[src/rtl/i2s_pkg.sv]
// rtl/i2s_pkg.sv - shared I2S word/FIFO sizing and frame-boundary helper
package i2s_pkg;

  localparam int I2S_WORD_WIDTH    = 16;
  localparam int I2S_RX_FIFO_DEPTH = 8;

  // A stereo frame ends where word select falls from right (1) back to left (0).
  function automatic logic frame_strobe(input logic lrclk_prev, input logic lrclk_cur);
    return lrclk_prev & ~lrclk_cur;
  endfunction

endpackage

[src/rtl/sync_fifo.sv]
// rtl/sync_fifo.sv - single-clock first-word-fall-through FIFO with full/empty/level
module sync_fifo #(
  parameter int WIDTH = 32,
  parameter int DEPTH = 8
) (
  input  logic                     clk,
  input  logic                     reset,
  input  logic                     wr_en,
  input  logic [WIDTH-1:0]         wr_data,
  input  logic                     rd_en,
  output logic [WIDTH-1:0]         rd_data,
  output logic                     full,
  output logic                     empty,
  output logic [$clog2(DEPTH):0]   level
);

  localparam int AW = $clog2(DEPTH);
  localparam logic [AW:0] LEVEL_FULL = (AW + 1)'(DEPTH);

  logic [WIDTH-1:0] mem_q [DEPTH];
  logic [WIDTH-1:0] mem_d [DEPTH];
  logic [AW-1:0]    wr_ptr_q, wr_ptr_d;
  logic [AW-1:0]    rd_ptr_q, rd_ptr_d;
  logic [AW:0]      level_q, level_d;
  logic             do_wr, do_rd;

  always_comb begin
    empty = (level_q == '0);
    full  = (level_q == LEVEL_FULL);
    do_rd = rd_en && !empty;
    // A full FIFO still accepts a write when the head leaves on the same edge.
    do_wr = wr_en && (!full || do_rd);

    mem_d = mem_q;
    if (do_wr) begin
      mem_d[wr_ptr_q] = wr_data;
    end

    wr_ptr_d = wr_ptr_q + AW'(do_wr);
    rd_ptr_d = rd_ptr_q + AW'(do_rd);

    level_d = level_q;
    case ({do_wr, do_rd})
      2'b10:   level_d = level_q + 1'b1;
      2'b01:   level_d = level_q - 1'b1;
      default: level_d = level_q;
    endcase

    rd_data = empty ? '0 : mem_q[rd_ptr_q];
    level   = level_q;
  end

  always_ff @(posedge clk) begin
    if (reset) begin
      wr_ptr_q <= '0;
      rd_ptr_q <= '0;
      level_q  <= '0;
    end else begin
      wr_ptr_q <= wr_ptr_d;
      rd_ptr_q <= rd_ptr_d;
      level_q  <= level_d;
    end
  end

  always_ff @(posedge clk) begin
    mem_q <= mem_d;
  end

endmodule

[src/rtl/i2s_rx_sample_fifo.sv]
// rtl/i2s_rx_sample_fifo.sv - captures I2S stereo frames into a FIFO with overflow tracking
module i2s_rx_sample_fifo
  import i2s_pkg::*;
#(
  parameter int DEPTH = I2S_RX_FIFO_DEPTH,
  parameter int WIDTH = I2S_WORD_WIDTH
) (
  input  logic                   i2s_bclk,
  input  logic                   reset,
  input  logic                   i2s_lrclk,
  input  logic [WIDTH-1:0]       left_data_in,
  input  logic [WIDTH-1:0]       right_data_in,
  output logic                   out_valid,
  input  logic                   out_ready,
  output logic [WIDTH-1:0]       out_left,
  output logic [WIDTH-1:0]       out_right,
  output logic [$clog2(DEPTH):0] level,
  output logic                   overflow,
  input  logic                   overflow_clr
);

  logic                 lrclk_q, lrclk_d;
  logic                 discard_first_q, discard_first_d;
  logic                 overflow_q, overflow_d;
  logic                 strobe, capture, pop, drop;
  logic                 fifo_full, fifo_empty;
  logic [2*WIDTH-1:0]   head;

  always_comb begin
    strobe  = frame_strobe(lrclk_q, i2s_lrclk);
    // The frame in flight when reset releases is incomplete, so its strobe is swallowed.
    capture = strobe && !discard_first_q;
    pop     = !fifo_empty && out_ready;
    drop    = capture && fifo_full && !pop;

    lrclk_d         = i2s_lrclk;
    discard_first_d = discard_first_q && !strobe;

    overflow_d = overflow_q;
    if (overflow_clr) begin
      overflow_d = 1'b0;
    end
    if (drop) begin
      overflow_d = 1'b1;
    end
  end

  always_ff @(posedge i2s_bclk) begin
    if (reset) begin
      lrclk_q         <= 1'b0;
      discard_first_q <= 1'b1;
      overflow_q      <= 1'b0;
    end else begin
      lrclk_q         <= lrclk_d;
      discard_first_q <= discard_first_d;
      overflow_q      <= overflow_d;
    end
  end

  sync_fifo #(
    .WIDTH (2 * WIDTH),
    .DEPTH (DEPTH)
  ) u_fifo (
    .clk     (i2s_bclk),
    .reset   (reset),
    .wr_en   (capture),
    .wr_data ({left_data_in, right_data_in}),
    .rd_en   (pop),
    .rd_data (head),
    .full    (fifo_full),
    .empty   (fifo_empty),
    .level   (level)
  );

  assign out_valid = !fifo_empty;
  assign out_left  = head[2*WIDTH-1:WIDTH];
  assign out_right = head[WIDTH-1:0];
  assign overflow  = overflow_q;

endmodule

[config.mk]
export PLATFORM = sky130hd
export DESIGN_NAME = i2s_rx_sample_fifo
export DESIGN_NICKNAME = d
export VERILOG_FILES = /design/src/rtl/i2s_pkg.sv /design/src/rtl/sync_fifo.sv /design/src/rtl/i2s_rx_sample_fifo.sv
export SDC_FILE = /design/constraint.sdc
export NUM_CORES = 1
export LEC_CHECK = 0
export ABC_AREA = 1
export CAP_MARGIN = 20
export CORE_ASPECT_RATIO = 1.75
export CORE_MARGIN = 1.5
export CORE_UTILIZATION = 50
export DETAILED_ROUTE_END_ITERATION = 8
export PLACE_DENSITY = 0.7
export SYNTH_ARGS = -nofsm -noshare
export SYNTH_HDL_FRONTEND = slang
export SYNTH_SLANG_ARGS = --single-unit
[constraint.sdc]
create_clock -name i2s_bclk -period 6.5 [get_ports i2s_bclk]
set_input_delay 0.65 -clock i2s_bclk [delete_from_list [all_inputs] [get_ports i2s_bclk]]
set_output_delay 0.65 -clock i2s_bclk [all_outputs]
set_load 0.02 [all_outputs]
After elaboration in Yosys (flattened, before gate mapping)
Index checks and enable logic that the tools add are counted.

operators by class
  $add $sub $neg = 4
  $lt $le $gt $ge = 3
  equal/unequal tests = 3
  muxes and demuxes = 10
  bitwise gates (word level) = 4
  reductions and logical operators = 17

operators with widths
  cell                   number
  $bwmux W256            1
  $mux W32               4
  $bmux W32 S3           1
  $demux W32 S3          1
  $ge A4 B4 Y1 const B   2
  $logic_and A1 B1 Y1    8
  $not A3 Y4             2
  $pmux W4 S2            1
  $add A3 B1 Y3          2
  $logic_not A1 Y1       5
  $add A4 B1 Y4 const B  1
  $eq A4 B4 Y1 const B   1
  $logic_not A4 Y1       1
  $lt A4 B1 Y1 const B   1
  $reduce_bool A2 Y1     2
  $sub A4 B1 Y4 const B  1
  $eq A2 B1 Y1 const B   1
  $eq A2 B2 Y1 const B   1
  $mux W1                2
  $and A1 B1 Y1          1
  $logic_or A1 B1 Y1     1
  $not A1 Y1             1

word-level totals
  register bits after elaboration = 269
  input port bits = 37

Logic depth before layout (Yosys ltp)
Gate-level depths: netlist of run 1.

  depth in word-level cells = 8
  depth in mapped cells = 15
  gate-level depth less buffers = 15

Hierarchy
From an unflattened synthesis of run 1, not the netlist that was laid out.

second synthesis, totals
  cell total of the unflattened synthesis = 861
  area, all modules = 10817.9 µm²

modules (own cells, without submodules)
  module              times used  cells an instance  area each (µm²)  sequential area each (µm²)
  sync_fifo           1           844                10677.7          7887.6
  i2s_rx_sample_fifo  1           17                 140.1            60.1

Least setup slack after synthesis of run 1
Ideal clock, no wire load.

  path kind = in2reg
  from = input port i2s_lrclk
  to = register u_fifo.mem_q[224] in the netlist's numbering (enable)
  setup time = 0.461 ns
  data arrival time = 3.515 ns
  setup slack = 2.524 ns
  stages = 6
  buffers on the path = 0
  path through = inv_1 nand3_1 inv_1 nand2_1 or2_2 nor3_1

between the ends
  word-level cells in the longest chain between the ends = 4

ends and longest elaborated chain
  item                  line                      source
  start, declared       i2s_rx_sample_fifo.sv:10  input logic i2s_lrclk,
  $not A1 Y1            i2s_pkg.sv:9              return lrclk_prev & ~lrclk_cur;
  $and A1 B1 Y1         i2s_pkg.sv:9
  $logic_and A1 B1 Y1   i2s_rx_sample_fifo.sv:32  capture = strobe && !discard_first_q;
  $logic_and A1 B1 Y1   sync_fifo.sv:32           do_wr = wr_en && (!full || do_rd);
  end signal, assigned  sync_fifo.sv:66           mem_q <= mem_d;
  end, declared         sync_fifo.sv:20           logic [WIDTH-1:0] mem_q [DEPTH];

Every way passes these cells.
A chain may end at the register's enable or synchronous reset.

Worst setup path after layout of run 1
  from = register u_fifo.rd_ptr_q[1]
  to = output port out_left[11]

between the ends
  word-level cells in the longest chain between the ends = 5

ends and longest elaborated chain
  item                                          line                      source
  start, declared                               sync_fifo.sv:23           logic [AW-1:0] rd_ptr_q, rd_ptr_d;
  start signal, assigned                        sync_fifo.sv:60           rd_ptr_q <= rd_ptr_d;
  $not A3 Y4 (implied by the code)              sync_fifo.sv:49           rd_data = empty ? '0 : mem_q[rd_ptr_q];
  $bmux W32 S3                                  sync_fifo.sv:49
  $mux W32 (implied by the code) (2 in series)  sync_fifo.sv:49
  $mux W32                                      sync_fifo.sv:49
  end, declared                                 i2s_rx_sample_fifo.sv:15  output logic [WIDTH-1:0] out_left,

Every way passes these cells. The select of a mux whose other input is x is not followed.

==> results of run 1 <==
sequential cells by signal (all words and copies together), names as in the netlist:
| name | cells |
|---|---|
| discard_first_q | 1 |
| u_fifo.level | 4 |
| overflow | 1 |
| u_fifo.rd_ptr_q | 3 |
| lrclk_q | 1 |
| u_fifo.wr_ptr_q | 3 |
| u_fifo.mem_q | 256 |
metrics by stage:
step | cell area (sq um) | worst slack [ps] | hold slack, ps
final | 12400 | 2370 | 454
after global routing | 12400 | 2160 | 465
after CTS | 12400 | 2390 | 451
after detailed placement | 11700 | 2950 | 437
after global placement | 11600 | 2600 | 430
after floorplan | 10700 | 2520 | 418
layout make-up:
type	instances	area [sq um]
fillers	1621	8540
flip-flops and latches	269	7960
diodes	2	5.00
repair buffers	89	873
well taps	252	315
clock buffers	25	593
multi-input cells	518	2450
clock inverters	15	130
inverters	19	72.6
cells by family after synthesis:
logic type,after synthesis
AO/OA/AOI/OAI,199
XOR/XNOR,2
buffers and inverters,72
flip-flops,269
AND/OR/NAND/NOR,312
adder cells (fa/ha/maj),5
layer usage:
layer	up-vias	wire length, microns	GRT usage (%)
met5	-	0	0
met4	0	656	8.15
met3	44	1200	2.46
met2	214	12200	36.8
met1	3350	8820	26.0
li1	3196	-	-
layout by cell type, fill, tap and decap left out:
master           instances
inv_6                    2
a21oi_1                  5
o21ai_1                  9
clkbuf_8                 1
nand4_1                  1
nand3_1                  8
nor3_2                   2
ha_1                     5
dfxtp_1                 11
bufinv_16                2
clkbuf_1                 1
o21ai_0                153
edfxtp_1               256
nor2_4                   6
buf_4                   14
clkinv_2                 6
inv_1                   18
dfxtp_4                  2
or2_2                    2
nand2_1                 19
xnor2_1                  2
nand2_2                  2
clkinv_4                 1
clkdlybuf4s50_1         74
nor2_1                 272
clkbuf_16               23
o32ai_1                 32
clkinv_1                 5
diode_2                  2
buf_16                   1
worst max path at each step:
stage,start,end,slack [ps],depth (start not counted)
finish,u_fifo.rd_ptr_q[1]$_SDFF_PP0_,out_left[11],2370,6
global route,u_fifo.rd_ptr_q[0]$_SDFF_PP0_,out_right[2],2160,6
CTS,u_fifo.rd_ptr_q[0]$_SDFF_PP0_,out_left[11],2390,6
detailed placement,u_fifo.rd_ptr_q[1]$_SDFF_PP0_,out_left[11],2950,6
global placement,u_fifo.rd_ptr_q[0]$_SDFF_PP0_,out_right[12],2600,7
floorplan,i2s_lrclk,u_fifo.mem_q[224]$_DFFE_PP_,2520,6
power breakdown:
part	internal, mW	switching [mW]	total (mW)
registers	1.92	0.0801	2.00
logic	0.615	0.954	1.57
clock network	0.740	0.597	1.34
worst min-delay path, cell delays in order (launching register included):
cell,delay [ps]
dfxtp_1,320
nand2_1,60
nand2_1,40
==> impl_metrics.ini, run 1 <==
[synth]
ys_seq_elements = 269
synth_top_family_by_area = simple AND/OR/NAND/NOR gates
synth_ff_type = edfxtp_1
synth_top_area_share_pct = 71.9
synth_nets = 901
syn_area_per_cell_sq_um = 12.5
yosys-top-cells-area = edfxtp_1 72%, nor2_1 9.8%, o21ai_0 7.2%, o32ai_1 2.6%, dfxtp_1 2.4%
synth.most_common_cell = nor2_1
ys_types = 22
muxShareOfSynthArea_pct = 0
syn_inst = 859
ys_seq_area_share_pct = 74.3
synth_xor_xnor_area_share_pct = 0.164
netlist_area_sq_mm = 0.0107
synth_edf_count = 256
synth_simple_gate_area_share_pct = 11.2
synth-compound-area-share_pct = 10.4
yosys.area.top_type = edfxtp_1
async_flop_share_pct = 0
yosysWarnings = 0
synthAdderAreaFrac_pct = 0.585
ys_top_cells_by_count = 278 x nor2_1, 256 x edfxtp_1, 153 x o21ai_0

[min_path]
hold_end = discard_first_q$_SDFF_PP1_
hp-class = reg2reg
whs_path_depth = 2
hold_start = discard_first_q$_SDFF_PP1_

[sta]
slew_headroom_pct = 27.7
finalMaxSlewViolations = 0
setup_viol = 0
fin_crit_ps = 4130
setup_tns_ps = 0
fin_crit_sh_pct = 63.5
hold_viol_final = 0
finalClockSkew_ps = 13.7
max_freq_mhz = 242
tightest_slew_ps = 1080
rsz0062_at_grt = false

[critical_path]
crit_path_max_fanout = 100
crit_slowest_cell = dfxtp_4
reg2reg_to = u_fifo.level[2]$_SDFFE_PP0P_
critical_path_required_ps = 5850
rrSetupSlack_ps = 4030
start_kind = flip-flop
rr_worst_depth = 13
crit_family = buffers and inverters
worstPathBufferInverterCount = 2
crit_top_cell = o21ai_0
r2r_start = u_fifo.level[0]$_SDFFE_PP0P_
crit_chain = buf_4 > o21ai_0 > o21ai_0 > o21ai_0 > nor2_1 > clkdlybuf4s50_1
crit_path_max_incr_delay_ps = 960
crit_arrival_ps = 3480
endpoint_kind = output port
path_class = reg2out

[die]
die-area_sq_mm = 0.0223
die_x_microns = 114
core_sq_mm = 0.0209
die_y_microns = 196
pin_count = 75
fp-row-count = 70
initial_core_util_pct = 51.1

[grt]
grt_use_total_pct = 20.8
grt_pass1_vias = 6704
grt_overflow = 0
grt_pass1_wl_mm = 35.9
antenna_found_initial = 2
grt_max_degree = 101

[clock_network]
post-cts-setup-buffers = 0
numCtsBuffers = 23
tritoncts = built
cts_root_buffer = clkbuf_16
clock_path_buffers = 3
cts_max_level = 1
clk_pin_slew_ps = 70
cts_hold_buf = 0
clock_latency_ps = 520
clock_sinks = 269
cts_resized = 0

[routing]
dr_total_vias = 6804
drt_iter0_drc = 502
drc = 0
via_per_inst = 5.72
drtPass1Iterations = 5
wire_per_inst_microns = 19.2
wirelength_mm = 22.9
ant_nets = 0

[power]
power.density_mw_per_mm2 = 396
finalPower_mw = 4.90
vdd_drop_max_mv = 0.334
p_leak_nw = 4.15

[finish]
finish.utilization_pct = 59.2
area_growth_pct = 15.8
nets = 962
drive_above_1_share_pct = 6.84
finalNonFillerCells = 1189

[status]
outcome = complete, no violations

[placement]
gp_congestion = 0.777
port_buffers = 74
placedCellCount = 1147
hpwlAfterDp_mm = 12.6

[flow_run]
maxCapViolCount = 0
Power figures use the tool's default switching activity.
==> run 2, diff against run 1 <==
==> constraint.sdc (replaced) <==
create_clock -name i2s_bclk -period 3.93 [get_ports i2s_bclk]
set_input_delay 0.393 -clock i2s_bclk [delete_from_list [all_inputs] [get_ports i2s_bclk]]
set_output_delay 0.393 -clock i2s_bclk [all_outputs]
set_load 0.02 [all_outputs]
==> impl_metrics.ini, run 2 (same netlist as run 1, synthesis figures left out) <==
[status]
outcome = complete, no violations

[routing]
drc = 0
wirelength_mm = 22.9
dr_total_vias = 6723
drt_iter0_drc = 487
drtPass1Iterations = 5
wire_per_inst_microns = 19.2
ant_nets = 0
via_per_inst = 5.64

[critical_path]
crit_arrival_ps = 2920
reg2reg_to = u_fifo.level[2]$_SDFFE_PP0P_
start_kind = flip-flop
endpoint_kind = output port
r2r_start = u_fifo.level[0]$_SDFFE_PP0P_
rrSetupSlack_ps = 1450
critical_path_required_ps = 3540
crit_end = out_left[11]
critical_path.startpoint = u_fifo.level[0]$_SDFFE_PP0P_
crit_path_max_incr_delay_ps = 630
path_class = reg2out
rr_worst_depth = 13
crit_top_cell = nor2_1
crit_chain = nor2_1 > nand2_2 > o21ai_0 > nor2_1 > clkdlybuf4s50_1
crit_slowest_cell = clkdlybuf4s50_1
crit_path_max_fanout = 35

[grt]
antenna_found_initial = 0
grt_overflow = 0
grt_max_degree = 75
grt_pass1_vias = 6893
grt_pass1_wl_mm = 36.1
grt_use_total_pct = 20.9

[finish]
insertedDiodeCount = 0
layout.cells.most_common = nor2_1
largest_reg_flops = 256
drive_above_1_share_pct = 7.03
nets = 966
area_growth_pct = 16.1
finalNonFillerCells = 1191
layout_common_cells = 272 x nor2_1, 256 x edfxtp_1, 153 x o21ai_0, 74 x clkdlybuf4s50_1, 32 x o32ai_1
top_register = u_fifo.mem_q

[sta]
max_freq_mhz = 302
fin_crit_ps = 3310
tightest_slew_ps = 1050
rsz0062_at_grt = false
setup_tns_ps = 0
whs_ps = 457
finalMaxSlewViolations = 0
fin_crit_sh_pct = 84.3
hold_viol_final = 0
slew_headroom_pct = 29.7
setup_viol = 0
finalClockSkew_ps = 16.3

[die]
fp-row-count = 70
core_sq_mm = 0.0209
pin_count = 75
die_y_microns = 196
die_x_microns = 114
initial_core_util_pct = 51.1
die-area_sq_mm = 0.0223

[clock_network]
clk_pin_slew_ps = 70
cts_max_level = 1
cts_hold_buf = 0
numCtsBuffers = 23
tritoncts = built
cts_root_buffer = clkbuf_16
cts_resized = 0
clock_sinks = 269
post-cts-setup-buffers = 0
clock_latency_ps = 500
clock_path_buffers = 3

[power]
power.density_mw_per_mm2 = 655
p_leak_nw = 4.16
vdd_drop_max_mv = 0.525

[placement]
gp_congestion = 0.746
port_buffers = 74
hpwlAfterDp_mm = 13.5
placedCellCount = 1151

[flow_run]
maxCapViolCount = 0

[min_path]
hold_start = discard_first_q$_SDFF_PP1_
hp-class = reg2reg
run 2: worst max-delay path, delay by kind of cell (launching register included):
kind	cells	cell delay (ps)
and+or+nand+nor	3	940
buffers and inverters	1	630
DFF	1	430
AOI/OAI and AO/OA	1	410
run 2: routing by layer:
layer  vias up  share of wire (%)  track usage, %
li1       3194                  -               -
met1      3258                 38            24.7
met2       212                 54            38.0
met3        59                4.5            2.15
met4         0                4.1            10.0
met5         -                  0               0
run 2: final cells by class:
class                   count  area, sq um
flip-flops and latches    269         7960
repair buffers             93          921
inverters                  19         72.6
clock buffers              29          598
multi-input cells         518         2450
clock inverters            11          105
well taps                 252          315
fillers                  1635         8520
run 2: report_power, final:
part / switching, mW / internal [mW] / total (mW)
combinational: 1.71 / 1.03 / 2.74
sequential: 0.0688 / 3.17 / 3.24
clock: 0.946 / 1.21 / 2.15
run 2: worst min path at each step:
stage | endpoint | slack (ps) | cells past startpoint
after floorplan | discard_first_q$_SDFF_PP1_ | 420 | 2
after CTS | lrclk_q$_SDFF_PP0_ | 450 | 3
after global placement | discard_first_q$_SDFF_PP1_ | 430 | 2
after global routing | lrclk_q$_SDFF_PP0_ | 470 | 3
final | discard_first_q$_SDFF_PP1_ | 460 | 2
after detailed placement | discard_first_q$_SDFF_PP1_ | 450 | 2
run 2: stage by stage:
step	instance area, sq um	util (%)	power (mW)	setup WS [ps]
2_1_floorplan	10700	-	4.98	160
3_3_place_gp	11700	55.9	6.03	1110
3_5_place_dp	11700	55.9	6.06	1090
4_1_cts	12400	59.3	8.20	612
5_1_grt	12400	59.3	8.54	495
6_report	12400	59.3	8.13	618
